<file path="config.mk">
export PLATFORM = sky130hd
export DESIGN_NAME = instruction_fetch_flat
export DESIGN_NICKNAME = d
export VERILOG_FILES = /design/src/rtl/instruction_fetch_if.sv /design/src/rtl/instruction_fetch.sv /design/src/flat_wrapper.sv
export SDC_FILE = /design/constraint.sdc
export NUM_CORES = 1
export LEC_CHECK = 0
export ABC_AREA = 1
export BUFFER_PORTS_ARGS = -buffer_cell sky130_fd_sc_hd__buf_2
export CAP_MARGIN = 20
export CELL_PAD_IN_SITES_DETAIL_PLACEMENT = 0
export CELL_PAD_IN_SITES_GLOBAL_PLACEMENT = 1
export CORE_ASPECT_RATIO = 0.75
export CORE_MARGIN = 5
export CORE_UTILIZATION = 38
export CTS_BUF_LIST = sky130_fd_sc_hd__clkbuf_8 sky130_fd_sc_hd__clkbuf_16
export CTS_CLUSTER_SIZE = 10
export DETAILED_ROUTE_END_ITERATION = 10
export PLACE_DENSITY_LB_ADDON = 0.08
export RECOVER_POWER = 25
export SYNTH_ARGS = -nofsm -noshare
export SYNTH_HDL_FRONTEND = slang
export SYNTH_SLANG_ARGS = --single-unit
</file>
<file path="constraint.sdc">
create_clock -name clk -period 5 [get_ports clk]
set_clock_uncertainty 0.2 [all_clocks]
set_input_delay 0.25 -clock clk [delete_from_list [all_inputs] [get_ports clk]]
set_output_delay 0.25 -clock clk [all_outputs]
set_load 0.01 [all_outputs]
</file>
<file path="src/rtl/instruction_fetch_if.sv">
// Fetch-stage bus bundle: instruction memory read port, decode handshake and
// branch redirect from execute. The fetch stage is the master side.
`timescale 1ns/1ps
interface instruction_fetch_if #(
  parameter int unsigned INSTRUCTION_WIDTH = 33,
  parameter int unsigned PC_WIDTH          = 16
);
  logic                         fetch_enable;
  logic                         imem_en;
  logic [PC_WIDTH-1:0]          imem_addr;
  logic [INSTRUCTION_WIDTH-1:0] imem_rdata;
  logic [INSTRUCTION_WIDTH-1:0] instruction;
  logic [PC_WIDTH-1:0]          instr_pc;
  logic                         instr_valid;
  logic                         instr_ready;
  logic                         redirect_valid;
  logic [PC_WIDTH-1:0]          redirect_pc;

  modport master (
    input  fetch_enable, imem_rdata, instr_ready, redirect_valid, redirect_pc,
    output imem_en, imem_addr, instruction, instr_pc, instr_valid
  );

  modport slave (
    output fetch_enable, imem_rdata, instr_ready, redirect_valid, redirect_pc,
    input  imem_en, imem_addr, instruction, instr_pc, instr_valid
  );
endinterface

</file>
<file path="src/rtl/instruction_fetch.sv">
// Instruction fetch stage: program counter, 1-cycle-latency imem requests,
// 2-entry {pc, word} queue feeding decode, branch redirect with squash.
`timescale 1ns/1ps
module instruction_fetch #(
  parameter int unsigned         INSTRUCTION_WIDTH = 33,
  parameter int unsigned         PC_WIDTH          = 16,
  parameter logic [PC_WIDTH-1:0] RESET_PC          = '0
) (
  input logic                  clk,
  input logic                  rst_n,
  instruction_fetch_if.master  bus
);

  logic [PC_WIDTH-1:0]          pc;
  logic                         inflight;
  logic [PC_WIDTH-1:0]          inflight_pc;
  logic [1:0]                   count;
  logic [PC_WIDTH-1:0]          q_pc   [2];
  logic [INSTRUCTION_WIDTH-1:0] q_word [2];

  logic                         valid;
  logic                         pop;
  logic                         push;
  logic                         issue;
  logic [PC_WIDTH-1:0]          addr;
  logic [1:0]                   eff_count;
  logic                         eff_inflight;
  logic [2:0]                   occupancy;

  // Handshake, return and issue decisions; a redirect makes the queue and the
  // in-flight request look empty so the target is requested immediately.
  always_comb begin
    valid        = 1'b0;
    pop          = 1'b0;
    push         = 1'b0;
    issue        = 1'b0;
    addr         = pc;
    eff_count    = count;
    eff_inflight = inflight;
    occupancy    = '0;

    if (bus.redirect_valid) begin
      addr         = bus.redirect_pc;
      eff_count    = '0;
      eff_inflight = 1'b0;
    end
    valid     = (count != 2'd0) && !bus.redirect_valid;
    pop       = valid && bus.instr_ready;
    push      = inflight && !bus.redirect_valid;
    occupancy = {1'b0, eff_count} + {2'b00, eff_inflight} - {2'b00, pop};
    issue     = rst_n && bus.fetch_enable && (occupancy < 3'd2);
  end

  assign bus.imem_en     = issue;
  assign bus.imem_addr   = addr;
  assign bus.instr_valid = valid;
  // Entry 0 is the head; it is left untouched when the queue drains so the
  // outputs hold the last delivered word while empty.
  assign bus.instruction = q_word[0];
  assign bus.instr_pc    = q_pc[0];

  // PC and in-flight request tracking.
  always_ff @(posedge clk) begin
    if (!rst_n) begin
      pc          <= RESET_PC;
      inflight    <= 1'b0;
      inflight_pc <= '0;
    end else if (issue) begin
      pc          <= addr + 1'b1;
      inflight    <= 1'b1;
      inflight_pc <= addr;
    end else begin
      pc          <= addr;
      inflight    <= 1'b0;
    end
  end

  // Two-entry shift queue: push lands behind the head, pop shifts forward.
  always_ff @(posedge clk) begin
    if (!rst_n) begin
      count     <= '0;
      q_pc[0]   <= '0;
      q_pc[1]   <= '0;
      q_word[0] <= '0;
      q_word[1] <= '0;
    end else if (bus.redirect_valid) begin
      count <= '0;
    end else begin
      case ({push, pop})
        2'b10: begin
          if (count == 2'd0) begin
            q_pc[0]   <= inflight_pc;
            q_word[0] <= bus.imem_rdata;
          end else begin
            q_pc[1]   <= inflight_pc;
            q_word[1] <= bus.imem_rdata;
          end
          count <= count + 2'd1;
        end
        2'b01: begin
          if (count == 2'd2) begin
            q_pc[0]   <= q_pc[1];
            q_word[0] <= q_word[1];
          end
          count <= count - 2'd1;
        end
        2'b11: begin
          // count + inflight <= 2 means a push never meets a full queue.
          if (count == 2'd1) begin
            q_pc[0]   <= inflight_pc;
            q_word[0] <= bus.imem_rdata;
          end else begin
            q_pc[0]   <= q_pc[1];
            q_word[0] <= q_word[1];
            q_pc[1]   <= inflight_pc;
            q_word[1] <= bus.imem_rdata;
          end
        end
        default: ;
      endcase
    end
  end

endmodule
</file>
<file path="src/flat_wrapper.sv">
// flat-port wrapper written by rule: the top's interface ports become plain ports
module instruction_fetch_flat 
#(
  parameter int unsigned         INSTRUCTION_WIDTH = 33,
  parameter int unsigned         PC_WIDTH          = 16,
  parameter logic [PC_WIDTH-1:0] RESET_PC          = '0
)
  (clk, rst_n, bus_fetch_enable, bus_imem_rdata, bus_instr_ready, bus_redirect_valid, bus_redirect_pc, bus_imem_en, bus_imem_addr, bus_instruction, bus_instr_pc, bus_instr_valid);
  instruction_fetch_if #(.INSTRUCTION_WIDTH(INSTRUCTION_WIDTH), .PC_WIDTH(PC_WIDTH)) bus_i ();
  input logic clk;
  input logic rst_n;
  input wire logic [$bits(bus_i.fetch_enable)-1:0] bus_fetch_enable;
  input wire logic [$bits(bus_i.imem_rdata)-1:0] bus_imem_rdata;
  input wire logic [$bits(bus_i.instr_ready)-1:0] bus_instr_ready;
  input wire logic [$bits(bus_i.redirect_valid)-1:0] bus_redirect_valid;
  input wire logic [$bits(bus_i.redirect_pc)-1:0] bus_redirect_pc;
  output wire logic [$bits(bus_i.imem_en)-1:0] bus_imem_en;
  output wire logic [$bits(bus_i.imem_addr)-1:0] bus_imem_addr;
  output wire logic [$bits(bus_i.instruction)-1:0] bus_instruction;
  output wire logic [$bits(bus_i.instr_pc)-1:0] bus_instr_pc;
  output wire logic [$bits(bus_i.instr_valid)-1:0] bus_instr_valid;
  assign bus_i.fetch_enable = bus_fetch_enable;
  assign bus_i.imem_rdata = bus_imem_rdata;
  assign bus_i.instr_ready = bus_instr_ready;
  assign bus_i.redirect_valid = bus_redirect_valid;
  assign bus_i.redirect_pc = bus_redirect_pc;
  assign bus_imem_en = bus_i.imem_en;
  assign bus_imem_addr = bus_i.imem_addr;
  assign bus_instruction = bus_i.instruction;
  assign bus_instr_pc = bus_i.instr_pc;
  assign bus_instr_valid = bus_i.instr_valid;
  instruction_fetch #(.INSTRUCTION_WIDTH(INSTRUCTION_WIDTH), .PC_WIDTH(PC_WIDTH), .RESET_PC(RESET_PC)) u_core (.clk(clk), .rst_n(rst_n), .bus(bus_i));
endmodule
</file>
==> results by group <==
Synthesis
  – Post-synthesis cell count: 706
  – Post-synthesis cell type count: 30
  – Yosys reg bits: 133
  – Register area share after synthesis: 0.580
  – Synthesis Warnings: 0
  – Mapped Nets: 769
  – Mapped cell area: 6280 µm²
  – Synthesized area per cell: 8.90 µm²

Finish
  – Diode count: 0
  – Final core utilization: 0.466
  – Fill cells: 1,641
  – P&R area growth vs syn: 19.6%
  – Nets@finish: 873
  – Ratio of cells with drive above 1 in the final layout: 0.136

Die
  – Core footprint: 16,100 µm²
  – Chip Height: 121 µm
  – Placement Rows: 40
  – Starting Density: 0.390
  – Die extent in x: 158 µm
  – Die area: 19,200 µm²
  – I/O pin count: 121

Clock network
  – Worst-Skew Late Latency: 0.41 ns
  – CTS tree: done
  – Sink Count: 133
  – H-tree level count: 4
  – Post-cts hold buffer count: 36
  – CTS Buf Count: 17
  – Maximum buffer depth of the clock tree: 2
  – CTS Root Cell: clkbuf_16
  – Postcts setup bufs: 0
  – Clock transition at the registers of the reported paths: 0.05 ns
  – Post-cts sizing count: 0

Setup path
  – Critical Path AT: 4.07 ns
  – Delay of the slowest critical-path stage: 0.75 ns
  – CP Capture Point: u_core.pc[14]
  – WP data required: 5.15 ns
  – Setup crit start kind: input pin
  – Crit path capture type: flop
  – Reg2reg path depth: 16
  – Type of the worst setup path: in -> reg
  – Slowest-stage cell, CP: clkbuf_1
  – R2R Path Start: u_core.count[0]
  – Crit-path cells: clkbuf_1 -> inv_2 -> nand2_1 -> ha_1 -> or2_2 -> fa_1 -> nand2_1 -> nor2_1 -> nand3_2 -> nor2_1 -> nand4_1 -> nand2_1 -> nand2_1 -> nor2_1
  – Crit path top cell by count: nand2_1
  – CP Launch Point: bus_redirect_valid
  – R2r setup slk: 1.20 ns
  – Crit path max fanout: 35
  – Critical R2R Capture: u_core.pc[14]

Placed design
  – Port buffer count: 120
  – Final Wtd Congestion: 0.874
  – HPWL Detailed: 9.02 mm

Drt
  – WL final: 14.1 mm
  – Residual DRC: 0
  – Initial DRC count: 224
  – Wire length per cell: 13.6 µm
  – Antenna-violating nets left: 0
  – Vias: 4,523
  – Via density: 4.38
  – Detailed-router iteration count before antenna repair: 4

Power
  – Internal power: 2.03 mW
  – PwrDens: 353 nW/µm²
  – Combinational power share: 0.078
  – Seq pwr share: 0.473
  – Psw: 0.620 mW
  – Design Power: 2.65 mW
  – Clock Power Share: 0.449
  – P_leak: 3.37 nW
  – Switching portion of total power: 0.234
  – Peak VDD IR: 0.216 mV

Timing
  – Worst slew margin: 0.0974
  – Fin crit share: 0.784
  – Final Hold Viols: 0
  – TNS Setup: 0 ns
  – Setup violators final: 0
  – Final Max Slew Viols: 0
  – Achievable frequency: 255 MHz
  – Period minus WS final: 3.92 ns
  – RSZ-0062 raised after global routing: no
  – Worst-Margin Slew: 1.35 ns

Job
  – Max-cap check violation count: 0

Global routing
  – Largest net degree at the start of global routing: 50
  – Vias in the first global route: 4,434
  – Global-route wire length before repair: 22.2 mm
  – Antenna violations before repair: 0
  – Tot GR Track Use: 0.148
  – Gr ovfl total: 0

Status
  – Status: finished clean

Hold path
  – HP Start: bus_fetch_enable
  – Type of the tightest min-delay check: in -> reg
## power groups by stage
| stage | clock network (mW) | registers, mW | logic, mW |
|---|---|---|---|
| after floorplan | 0 | 1.27 | 0.140 |
| after CTS | 1.22 | 1.25 | 0.219 |
| after detailed placement | 0 | 1.28 | 0.197 |
| final | 1.19 | 1.25 | 0.207 |
| after global placement | 0 | 1.28 | 0.196 |
| after global routing | 1.28 | 1.26 | 0.235 |
## layout make-up
| cell class | count | area (µm²) | share of cell area |
|---|---|---|---|
| Clock buffer | 21 | 503 | 0.0669 |
| Multi-Input combinational cell | 413 | 1810 | 0.240 |
| Inverter | 86 | 323 | 0.0429 |
| Timing Repair Buffer | 159 | 905 | 0.120 |
| Sequential cell | 133 | 3640 | 0.485 |
| Tap cell | 210 | 263 | 0.0350 |
| Clock inverter | 11 | 73.8 | 0.00982 |
## kinds of logic (layout without fill, tap and decap cells)
| logic type | Yosys count | in the layout | synth area share |
|---|---|---|---|
| buffers and inverters | 160 | 277 | 0.134 |
| XOR/XNOR | 2 | 2 | 0.00279 |
| AO/OA/AOI/OAI | 51 | 51 | 0.0422 |
| flip-flops | 133 | 133 | 0.580 |
| adder cells (fa/ha/maj) | 9 | 9 | 0.0191 |
| AND/OR/NAND/NOR | 351 | 351 | 0.222 |
## placed cells by master, fill, tap and decap left out, types with 3 or more instances in the layout
| master | instances |
|---|---|
| inv_2 | 5 |
| nor2_2 | 6 |
| edfxtp_1 | 98 |
| nand2_1 | 240 |
| buf_2 | 59 |
| clkbuf_16 | 19 |
| o21ai_0 | 24 |
| clkinv_2 | 4 |
| nor2_1 | 84 |
| clkbuf_1 | 61 |
| a21oi_1 | 21 |
| inv_1 | 82 |
| ha_1 | 8 |
| nand4_1 | 6 |
| clkinv_4 | 3 |
| dfxtp_1 | 35 |
| dlygate4sd3_1 | 36 |
| nand3_1 | 6 |
## stage by stage
step | worst slack, ns | std cells | instance area (µm²) | hold WS (ns)
floorplan | 0.954 | 706 | 6290 | 0.223
global placement | 1.26 | 965 | 6670 | 0.245
detailed placement | 1.16 | 965 | 6670 | 0.248
CTS | 1.18 | 1033 | 7610 | 0.0166
global route | 0.513 | 1033 | 7520 | 0.0630
finish | 1.08 | 1033 | 7520 | 0.0396
## synth_stat cells
cell type	count	area, µm²
a211oi_1	1	7.51
a21oi_1	21	105
a31oi_1	2	12.5
and2_1	1	6.26
buf_1	1	3.75
buf_2	10	50.1
buf_4	55	413
buf_6	3	33.8
clkbuf_1	5	18.8
dfxtp_1	35	701
edfxtp_1	98	2940
fa_1	1	20.0
ha_1	8	100
inv_1	81	304
inv_2	5	18.8
nand2_1	237	890
nand2_2	5	31.3
nand3_1	7	35.0
nand3_2	1	10.0
nand4_1	6	37.5
nor2_1	83	312
nor2_2	7	43.8
nor2_4	1	11.3
o21a_1	1	7.51
o21ai_0	23	115
o21ai_1	2	10.0
o31ai_1	1	7.51
or2_1	1	6.26
or2_2	2	12.5
xor2_1	2	17.5
## sequential cells by signal, summed over array words and instances, names as in the netlist
signal              flops
u_core.q_word          66
u_core.q_pc            32
u_core.inflight_pc     16
u_core.pc              16
u_core.count            2
u_core.inflight         1
## worst max-delay path, delay by kind of cell
kind	cells	cell delay (ns)
adders and majority gates	2	0.72
buffers and inverters	2	1.15
and+or+nand+nor	10	1.93
## worst min path at each step
stage	endpoint	slack, ns	cells past startpoint
2_1_floorplan	u_core.inflight_pc[0]	0.22	2
6_report	u_core.inflight	0.04	5
3_5_place_dp	u_core.inflight_pc[6]	0.25	2
5_1_grt	u_core.inflight	0.06	5
3_3_place_gp	u_core.inflight_pc[6]	0.25	2
4_1_cts	u_core.inflight	0.02	5
## per-layer routing
metal / up-vias / GRT usage / wire length, µm
li1: 2367 / - / -
met1: 2045 / 0.204 / 7040
met2: 98 / 0.223 / 6090
met3: 13 / 0.0474 / 778
met4: 0 / 0.0458 / 150
met5: - / 0 / 0
Power figures use the tool's default switching activity.
